[config.mk]
export PLATFORM = sky130hd
export DESIGN_NAME = bus_arbiter_rr
export DESIGN_NICKNAME = d
export VERILOG_FILES = /design/src/rtl/riscv_bus_pkg.sv /design/src/rtl/rr_priority_picker.sv /design/src/rtl/bus_arbiter_rr.sv
export SDC_FILE = /design/constraint.sdc
export NUM_CORES = 1
export LEC_CHECK = 0
export BUFFER_PORTS_ARGS = -buffer_cell sky130_fd_sc_hd__clkbuf_2
export CAP_MARGIN = 20
export CORE_AREA = 2 2 154 156
export CTS_CLUSTER_DIAMETER = 40
export DETAILED_ROUTE_END_ITERATION = 8
export DIE_AREA = 0 0 156 158
export SETUP_SLACK_MARGIN = 0.4
export SYNTH_ARGS = -nofsm -noshare
export SYNTH_HDL_FRONTEND = slang
export SYNTH_SLANG_ARGS = --single-unit
[constraint.sdc]
create_clock -name clk -period 4 [get_ports clk]
set_input_delay 0.6 -clock clk [delete_from_list [all_inputs] [get_ports clk]]
set_output_delay 0.6 -clock clk [all_outputs]
set_load 0.02 [all_outputs]
[src/rtl/riscv_bus_pkg.sv]
// ----------------------------------------------------------------------------
// riscv_bus_pkg
//   Shared types and defaults for the multi-core data-bus arbitration logic.
//   - arb_state_t   : arbiter FSM states (IDLE -> ACCESS -> DONE)
//   - BUS_ADDR_W    : default bus address width
//   - BUS_DATA_W    : default bus data width
//   - NUM_CORES_DEF : default number of requesting cores
//   - idx_w()       : width of an index into n requesters (min 1 bit)
// ----------------------------------------------------------------------------
package riscv_bus_pkg;

   localparam int BUS_ADDR_W    = 32;
   localparam int BUS_DATA_W    = 32;
   localparam int NUM_CORES_DEF = 4;

   typedef enum logic [1:0] {
      IDLE   = 2'd0,
      ACCESS = 2'd1,
      DONE   = 2'd2
   } arb_state_t;

   function automatic int idx_w(input int n);
      return (n > 1) ? $clog2(n) : 1;
   endfunction

endpackage

[src/rtl/rr_priority_picker.sv]
// ----------------------------------------------------------------------------
// rr_priority_picker
//   Combinational round-robin picker: returns the first set request bit
//   found when searching ptr, ptr+1, ... wrapping modulo N.
//   Ports:
//     req    in  N      request vector, bit i = requester i
//     ptr    in  IDX_W  highest-priority requester index this round (< N)
//     any    out 1      at least one request is set
//     winner out IDX_W  index of the selected requester (0 when !any)
// ----------------------------------------------------------------------------
module rr_priority_picker
   import riscv_bus_pkg::*;
#(
   parameter int N     = NUM_CORES_DEF,
   parameter int IDX_W = idx_w(N)
) (
   input  logic [N-1:0]     req,
   input  logic [IDX_W-1:0] ptr,
   output logic             any,
   output logic [IDX_W-1:0] winner
);

   logic [2*N-1:0]   req_dbl;
   logic [N-1:0]     req_rot;
   logic [IDX_W-1:0] ffs_idx;
   logic [IDX_W:0]   sum;

   always_comb begin
      // Rotate right by ptr through a doubled copy so any N (not only
      // powers of two) wraps correctly; bit 0 of req_rot is requester ptr.
      req_dbl = {req, req};
      req_rot = N'(req_dbl >> ptr);
      any     = |req;

      // Find-first-set: walk downwards so the lowest set bit wins.
      ffs_idx = '0;
      for (int i = N - 1; i >= 0; i--) begin
         if (req_rot[i]) ffs_idx = IDX_W'(i);
      end

      // Un-rotate: winner = (ffs_idx + ptr) mod N.
      sum = {1'b0, ffs_idx} + {1'b0, ptr};
      if (sum >= (IDX_W + 1)'(N)) sum = sum - (IDX_W + 1)'(N);
      winner = sum[IDX_W-1:0];
   end

endmodule

[src/rtl/bus_arbiter_rr.sv]
// ----------------------------------------------------------------------------
// bus_arbiter_rr
//   Round-robin arbiter between NUM_CORES cores and one shared data-memory
//   port. One transaction at a time is latched and presented on a
//   valid/ready memory interface; completion (or timeout) is reported back
//   to the owning core with a one-cycle bus_grant pulse.
//   Ports:
//     clk        in   1                 rising-edge clock
//     reset      in   1                 async active-low reset (0 = reset)
//     bus_req    in   NUM_CORES         per-core request
//     bus_we     in   NUM_CORES         per-core write enable
//     bus_addr   in   NUM_CORES*ADDR_W  core i at [i*ADDR_W +: ADDR_W]
//     bus_wdata  in   NUM_CORES*DATA_W  core i at [i*DATA_W +: DATA_W]
//     bus_grant  out  NUM_CORES         one-hot pulse: core's transaction done
//     bus_rdata  out  DATA_W            data of last completed read
//     bus_err    out  1                 pulses with bus_grant on timeout
//     mem_valid  out  1                 memory request valid
//     mem_we     out  1                 memory write enable
//     mem_addr   out  ADDR_W            memory address
//     mem_wdata  out  DATA_W            memory write data
//     mem_ready  in   1                 memory completed the request
//     mem_rdata  in   DATA_W            memory read data
// ----------------------------------------------------------------------------
module bus_arbiter_rr
   import riscv_bus_pkg::*;
#(
   parameter int NUM_CORES = NUM_CORES_DEF,
   parameter int ADDR_W    = BUS_ADDR_W,
   parameter int DATA_W    = BUS_DATA_W,
   parameter int TIMEOUT   = 15
) (
   input  logic                        clk,
   input  logic                        reset,
   input  logic [NUM_CORES-1:0]        bus_req,
   input  logic [NUM_CORES-1:0]        bus_we,
   input  logic [NUM_CORES*ADDR_W-1:0] bus_addr,
   input  logic [NUM_CORES*DATA_W-1:0] bus_wdata,
   output logic [NUM_CORES-1:0]        bus_grant,
   output logic [DATA_W-1:0]           bus_rdata,
   output logic                        bus_err,
   output logic                        mem_valid,
   output logic                        mem_we,
   output logic [ADDR_W-1:0]           mem_addr,
   output logic [DATA_W-1:0]           mem_wdata,
   input  logic                        mem_ready,
   input  logic [DATA_W-1:0]           mem_rdata
);

   localparam int IDX_W = idx_w(NUM_CORES);
   localparam int CNT_W = $clog2(TIMEOUT + 1);

   arb_state_t       state_q,   state_d;
   logic [IDX_W-1:0] rr_ptr_q,  rr_ptr_d;
   logic [IDX_W-1:0] winner_q,  winner_d;
   logic             we_q,      we_d;
   logic [ADDR_W-1:0] addr_q,   addr_d;
   logic [DATA_W-1:0] wdata_q,  wdata_d;
   logic [DATA_W-1:0] rdata_q,  rdata_d;
   logic             bus_err_q, bus_err_d;
   logic [CNT_W-1:0] cnt_q,     cnt_d;

   logic             pick_any;
   logic [IDX_W-1:0] pick_idx;
   logic             sel_we;
   logic [ADDR_W-1:0] sel_addr;
   logic [DATA_W-1:0] sel_wdata;

   rr_priority_picker #(
      .N     (NUM_CORES),
      .IDX_W (IDX_W)
   ) u_picker (
      .req    (bus_req),
      .ptr    (rr_ptr_q),
      .any    (pick_any),
      .winner (pick_idx)
   );

   // Select the winning core's live request fields; they are only used at
   // the IDLE -> ACCESS edge, after which the latched copies drive memory.
   always_comb begin
      sel_we    = 1'b0;
      sel_addr  = '0;
      sel_wdata = '0;
      for (int i = 0; i < NUM_CORES; i++) begin
         if (pick_idx == IDX_W'(i)) begin
            sel_we    = bus_we[i];
            sel_addr  = bus_addr[i*ADDR_W +: ADDR_W];
            sel_wdata = bus_wdata[i*DATA_W +: DATA_W];
         end
      end
   end

   always_comb begin
      state_d   = state_q;
      rr_ptr_d  = rr_ptr_q;
      winner_d  = winner_q;
      we_d      = we_q;
      addr_d    = addr_q;
      wdata_d   = wdata_q;
      rdata_d   = rdata_q;
      bus_err_d = bus_err_q;
      cnt_d     = cnt_q;

      case (state_q)
         IDLE: begin
            if (pick_any) begin
               winner_d  = pick_idx;
               we_d      = sel_we;
               addr_d    = sel_addr;
               wdata_d   = sel_wdata;
               cnt_d     = '0;
               bus_err_d = 1'b0;
               state_d   = ACCESS;
            end
         end
         ACCESS: begin
            if (mem_ready) begin
               if (!we_q) rdata_d = mem_rdata;
               bus_err_d = 1'b0;
               state_d   = DONE;
            end else if (cnt_q == CNT_W'(TIMEOUT - 1)) begin
               // TIMEOUT full ACCESS cycles without ready: abort, keep rdata.
               bus_err_d = 1'b1;
               state_d   = DONE;
            end else begin
               cnt_d = cnt_q + 1'b1;
            end
         end
         DONE: begin
            // Move priority past the core just served so it is last next round.
            rr_ptr_d = (winner_q == IDX_W'(NUM_CORES - 1)) ? '0 : winner_q + 1'b1;
            state_d  = IDLE;
         end
         default: state_d = IDLE;
      endcase
   end

   always_ff @(posedge clk or negedge reset) begin
      if (!reset) begin
         state_q   <= IDLE;
         rr_ptr_q  <= '0;
         winner_q  <= '0;
         we_q      <= 1'b0;
         addr_q    <= '0;
         wdata_q   <= '0;
         rdata_q   <= '0;
         bus_err_q <= 1'b0;
         cnt_q     <= '0;
      end else begin
         state_q   <= state_d;
         rr_ptr_q  <= rr_ptr_d;
         winner_q  <= winner_d;
         we_q      <= we_d;
         addr_q    <= addr_d;
         wdata_q   <= wdata_d;
         rdata_q   <= rdata_d;
         bus_err_q <= bus_err_d;
         cnt_q     <= cnt_d;
      end
   end

   // All outputs decode registered state only; reset forces state to IDLE,
   // so mem_valid and bus_grant drop as soon as reset asserts.
   assign mem_valid = (state_q == ACCESS);
   assign mem_we    = mem_valid & we_q;
   assign mem_addr  = mem_valid ? addr_q  : '0;
   assign mem_wdata = mem_valid ? wdata_q : '0;

   always_comb begin
      bus_grant = '0;
      if (state_q == DONE) bus_grant[winner_q] = 1'b1;
   end

   assign bus_err   = (state_q == DONE) & bus_err_q;
   assign bus_rdata = rdata_q;

endmodule

* Word-level counts from Yosys, hierarchy flattened
Index checks and enable logic that the tools add are counted.
Storage, ports and cells: flip-flop bits (word level) 108, bits in latches 0, RAM bits 0, ROM bits 0, bits of input ports 299, output and inout port bits 103, logic and storage cells 76, memories 0
Cells by class: add/sub/neg operators 4, $mul 0, divide/modulo/power cells 0, order comparisons 3, equality and inequality tests 11, shift-type cells 1, multiplexer cells 35, bitwise gates (word level) 3, reduce and logical (&&, ||, !) cells 10
Operators by type and width (number):
- 32-bit 2-to-1 mux | 10
- 2-bit 2-to-1 mux | 9
- 4-bit 2-to-1 mux | 4
- 2-bit == test, second input constant | 4
- 1-bit 2-to-1 mux | 8
- 4-bit one-hot mux with 2 select lines | 1
- 8-bit by 2-bit right shift with 4-bit output | 1
- 2-bit != test, second input constant | 3
- 3-bit AND reduction | 2
- 4-bit by 1-bit adder with 4-bit output, second input constant | 1
- 2-bit by 1-bit == test with 1-bit output, second input constant | 2
- 4-bit == test, second input constant | 1
- 2-bit zero test | 2
- 2-bit one-hot mux with 2 select lines | 1
- 2-bit AND reduction | 2
- 4-bit AND reduction | 1
- 4-bit OR reduction | 1
- 2-bit by 2-bit adder with 3-bit output | 1
- 3-bit >= comparator, second input constant | 1
- 2-bit by 3-bit less-than comparator with 1-bit output, second input constant | 1
- 3-bit by 1-bit != test with 1-bit output, second input constant | 1
- 2-bit by 1-bit adder with 2-bit output, second input constant | 1
- 1-bit bitwise AND | 2
- 1-bit demux with 2-bit select | 1
- 6 further kinds | 6

* Depth between registers and ports, before layout
depth in word-level cells 13, mapped depth 12, mapped depth without buffers 9

* Cells and area by module
Synthesis repeated with hierarchy kept, for this count alone.
Unflattened totals: cells, all modules 578, area total of the unflattened synthesis 6486.2 um^2
Modules (own cells, without submodules):
- bus_arbiter_rr | times used 1, cells an instance 551, area an instance 6307.3 um^2, seq. area each 2702.6 um^2
- rr_priority_picker | times used 1, cells an instance 27, area an instance 178.9 um^2, seq. area each 0.0 um^2

* Least setup slack after synthesis
No wires, ideal clock.
path kind input to register, start input port bus_req[2], end register addr_q[0], setup time 126 ps, arrival time 2830 ps, required time 3874 ps, slack 1044 ps, stages on the path 11, path buffers 3, cells stage by stage buf_2 -> a221o_1 -> nand2_1 -> o221ai_1 -> ha_1 -> xor2_1 -> xnor2_1 -> buf_2 -> buf_4 -> mux2_1 -> a221o_1
On the way: cells in the longest elaborated chain, start to end 13, elaborated cells on any way between the ends 19, those cells by class add/sub: 2; order compare: 1; eq/ne: 3; shift: 1; mux: 9; reduce/logical: 3
RTL lines:
- start: declaration | RTL line bus_arbiter_rr.sv:34 | input logic [NUM_CORES-1:0] bus_req,
- 8-bit by 2-bit right shift with 4-bit output | RTL line rr_priority_picker.sv:32 | req_rot = N'(req_dbl >> ptr);
- 2-bit 2-to-1 mux (4 in a row) | RTL line rr_priority_picker.sv:38 | if (req_rot[i]) ffs_idx = IDX_W'(i);
- 2-bit by 2-bit adder with 3-bit output | RTL line rr_priority_picker.sv:42 | sum = {1'b0, ffs_idx} + {1'b0, ptr};
- 3-bit >= comparator / 2-bit by 1-bit subtractor with 2-bit output (equally long branches) | RTL line rr_priority_picker.sv:43 | if (sum >= (IDX_W + 1)'(N)) sum = sum - (IDX_W + 1)'(N);
- 2-bit 2-to-1 mux | RTL line rr_priority_picker.sv:43
- 2-bit zero test | RTL line bus_arbiter_rr.sv:85 | if (pick_idx == IDX_W'(i)) begin
- 32-bit 2-to-1 mux (4 in a row) | RTL line bus_arbiter_rr.sv:85
- end signal: assignment | RTL line bus_arbiter_rr.sv:154 | addr_q <= addr_d;
- end: declaration | RTL line bus_arbiter_rr.sv:56 | logic [ADDR_W-1:0] addr_q, addr_d;
Several ways; a longest one is shown, not always the timed one. A chain may end at the register's enable or synchronous reset.

* Final worst setup path
start register rr_ptr_q[0], end register addr_q[4]
On the way: cells in the longest elaborated chain, start to end 13, elaborated cells on any way between the ends 17, those cells by class add/sub: 2; order compare: 1; eq/ne: 3; shift: 1; mux: 9; reduce/logical: 1
RTL lines:
- start: declaration | RTL line bus_arbiter_rr.sv:53 | logic [IDX_W-1:0] rr_ptr_q, rr_ptr_d;
- start signal: assignment | RTL line bus_arbiter_rr.sv:151 | rr_ptr_q <= rr_ptr_d;
- 8-bit by 2-bit right shift with 4-bit output | RTL line rr_priority_picker.sv:32
- 2-bit 2-to-1 mux (4 in a row) | RTL line rr_priority_picker.sv:38
- 2-bit by 2-bit adder with 3-bit output * | RTL line rr_priority_picker.sv:42
- 3-bit >= comparator / 2-bit by 1-bit subtractor with 2-bit output (equally long branches) | RTL line rr_priority_picker.sv:43
- 2-bit 2-to-1 mux * | RTL line rr_priority_picker.sv:43
- 2-bit zero test | RTL line bus_arbiter_rr.sv:85
- 32-bit 2-to-1 mux (3 in a row) | RTL line bus_arbiter_rr.sv:85
- 32-bit 2-to-1 mux * | RTL line bus_arbiter_rr.sv:85
Every way passes the cells marked *; elsewhere a longest branch is shown, timed or not.

==> impl_metrics.env <==
export IMPL_postCtsSetupRepairBufs=0
export IMPL_setup_worst_path_class="reg -> reg"
export IMPL_avgSynthCellArea_um2=11.0
export IMPL_drc=0
export IMPL_final_setup_viol_count=0
export IMPL_ctsResizeCount=0
export IMPL_grt_pass1_wl_um=36600
export IMPL_grt_pass1_vias=6876
export IMPL_p_total_uw=8060
export IMPL_cts_max_path_buffers=2
export IMPL_rsz0062_at_grt="false"
export IMPL_fmax_mhz=309
export IMPL_die_area_mm2=0.0246
export IMPL_io_pins=402
export IMPL_tightest_slew_ps=909
export IMPL_p_leak_uw=0.00546
export IMPL_htreeDepth=3
export IMPL_end_kind="flop"
export IMPL_r2r_cells=10
export IMPL_ys_seq_area_frac=0.370
export IMPL_worstPathMaxFanout=38
export IMPL_worstSkewPairLatency_ps=350
export IMPL_grt_overflow_total=0
export IMPL_p_per_area_mw_per_mm2=815
export IMPL_netlist_area_leader_share=0.370
export IMPL_syn_nets=972
export IMPL_relSlewSlack=0.394
export IMPL_drt_iter0_drc=262
export IMPL_die_y_um=158
export IMPL_initial_utilization=0.317
export IMPL_synthCells=666
export IMPL_cts_root_buf="clkbuf_16"
export IMPL_synth_top_area_cell="dfrtp_1"
export IMPL_worstReg2RegStart="rr_ptr_q[0]$_DFFE_PN0P_"
export IMPL_min_path_type="in -> async"
export IMPL_rrSetupSlack_ps=770
export IMPL_antenna_cells=0
export IMPL_avgRoutedWirePerCell_um=18.3
export IMPL_nNetsFinal=1335
export IMPL_hpwlAfterDp_um=17900
export IMPL_hold_ws_ps=249
export IMPL_regToRegEndpoint="addr_q[4]$_DFFE_PN0P_"
export IMPL_synth_seq_cells=108
export IMPL_first_pass_iters=4
export IMPL_ir_worst_vdd_v=0.000722
export IMPL_grt_start_max_net_pins=131
export IMPL_slew_violations=0
export IMPL_fin_util=0.429
export IMPL_core_region_area_mm2=0.0231
export IMPL_drv_cap=0
export IMPL_drive_gt1_frac=0.457
export IMPL_status="completed"
export IMPL_die_w_um=156
export IMPL_hold_violations=0
export IMPL_top_layer_used="met4"
export IMPL_worst_ep_arrival_time_ps=3460
export IMPL_skew_ps=10.6
export IMPL_worstSetupStartpointType="flop"
export IMPL_finalCriticalPeriod_ps=3230
export IMPL_syn_to_final_growth_pct=35.4
export IMPL_fill_cells=2281
export IMPL_grt_total_usage=0.188
export IMPL_ant_nets=0
export IMPL_antenna_found_initial=0
export IMPL_drt_total_wl_um=24200
export IMPL_met2_length_um=11900
export IMPL_cts_sinks=108
export IMPL_dr_wl_met3_um=1810
export IMPL_cts_buffers=9
export IMPL_vias_per_cell=5.21
export IMPL_cts_tree="yes"
export IMPL_vias=6894
export IMPL_clk_pin_slew_ps=80
export IMPL_port_buffers=401
export IMPL_synth_top_cells_by_area="dfrtp_1, mux2i_1, mux2_1"
export IMPL_met1_length_um=9920
export IMPL_synth_cell_types=30
export IMPL_fp_row_count=56
export IMPL_ctsHoldBuffers=0
export IMPL_syn_area_mm2=0.00730
export IMPL_gp_congestion=0.792
export IMPL_yosys_warnings=0
export IMPL_setup_tns_ps=0
export IMPL_finalCritPeriodShare=0.808
export IMPL_critPathRequiredTime_ps=4230
==> layout by cell type, fill, tap and decap left out, types with 2 or more instances in the layout <==
master	count
mux2i_1	131
o22ai_1	67
mux2_2	34
o221ai_1	2
nor2b_1	3
dfrtp_1	108
and2_1	70
o21ai_0	5
nand3_1	4
clkbuf_2	400
inv_8	2
nand2b_1	3
xor2_1	2
ha_1	7
clkbuf_16	9
nor2_1	8
buf_4	11
mux2_1	65
inv_1	5
clkinvlp_4	2
buf_12	4
nand2_1	8
a221o_1	66
==> power by group <==
| part | total (µW) | internal [µW] | leakage (µW) | switching [µW] |
|---|---|---|---|---|
| logic | 5200 | 2300 | 0.00400 | 2900 |
| clock network | 909 | 453 | 0.000139 | 456 |
| registers | 1950 | 1660 | 0.00132 | 295 |
==> layout make-up <==
class                      instances  area, µm²  area share
inverter                           5       18.8     0.00190
clock inverter                     6       55.1     0.00557
clock buffer                      10        239      0.0242
tap                              290        363      0.0367
multi-input combinational        490       4350       0.440
sequential                       108       2700       0.273
timing repair buffer             415       2160       0.219
==> how the worst max path moves through the flow <==
stage,start,end,slack (ps),cells after the start
6_report,rr_ptr_q[0]$_DFFE_PN0P_,addr_q[4]$_DFFE_PN0P_,770,10
5_1_grt,rr_ptr_q[0]$_DFFE_PN0P_,addr_q[12]$_DFFE_PN0P_,560,10
4_1_cts,rr_ptr_q[0]$_DFFE_PN0P_,addr_q[4]$_DFFE_PN0P_,760,10
3_5_place_dp,bus_req[2],addr_q[4]$_DFFE_PN0P_,640,10
3_3_place_gp,bus_req[0],wdata_q[3]$_DFFE_PN0P_,670,11
2_1_floorplan,bus_req[2],addr_q[0]$_DFFE_PN0P_,1040,11
==> metrics by stage <==
| step | cells | setup slack, ps | cell area, µm² |
|---|---|---|---|
| after global routing | 1324 | 560 | 9890 |
| after global placement | 1308 | 668 | 9600 |
| after CTS | 1324 | 763 | 9890 |
| after floorplan | 666 | 1040 | 7300 |
| final | 1324 | 767 | 9890 |
| after detailed placement | 1308 | 643 | 9600 |
==> cell families (layout without fill, tap and decap cells) <==
kind of cell / count (synthesis) / count (layout) / share of synthesized area
mux: 230 / 230 / 0.332
compound gates: 148 / 148 / 0.163
flops: 108 / 108 / 0.370
simple gates: 102 / 102 / 0.0803
buf+inv: 68 / 436 / 0.0392
fa+ha+maj: 7 / 7 / 0.0120
xor+xnor: 3 / 3 / 0.00360
==> sequential cells by signal, indices dropped and copies added (netlist names) <==
| register | flops |
|---|---|
| winner_q | 2 |
| cnt_q | 4 |
| bus_err_q | 1 |
| bus_rdata | 32 |
| we_q | 1 |
| state_q | 2 |
| rr_ptr_q | 2 |
| addr_q | 32 |
| wdata_q | 32 |
==> Yosys cell counts <==
cell      instances
mux2_2           34
a31oi_1           1
a21oi_1           1
dfrtp_1         108
inv_1             5
buf_1             5
a221o_1          66
nand3_1           5
nor2_1           10
xor2_1            2
o21ai_0           5
a211o_1           2
mux2_1           65
a22oi_2           1
ha_1              7
or3_1             2
nor2b_1           4
buf_4             4
o221ai_1          2
o22ai_1          67
buf_2            13
xnor2_1           1
a211oi_1          1
mux2i_1         131
nand2b_1          3
a41oi_1           1
and2_1           70
clkbuf_1         41
nand2_1           8
a21o_1            1
==> routing by layer <==
| layer | vias to the layer above | track usage |
|---|---|---|
| li1 | 3292 | - |
| met4 | 0 | 0.0555 |
| met1 | 3307 | 0.225 |
| met2 | 270 | 0.329 |
| met3 | 25 | 0.0523 |
| met5 | - | 0 |
==> critical path, cell delays in order (launching register included) <==
cell      delay (ps)
dfrtp_1          540
nor2_1            90
a221o_1          340
nand2_1           70
o221ai_1         110
ha_1             210
xor2_1           330
xnor2_2          170
buf_4            500
mux2_1           380
a221o_1          320
Power figures use the tool's default switching activity.
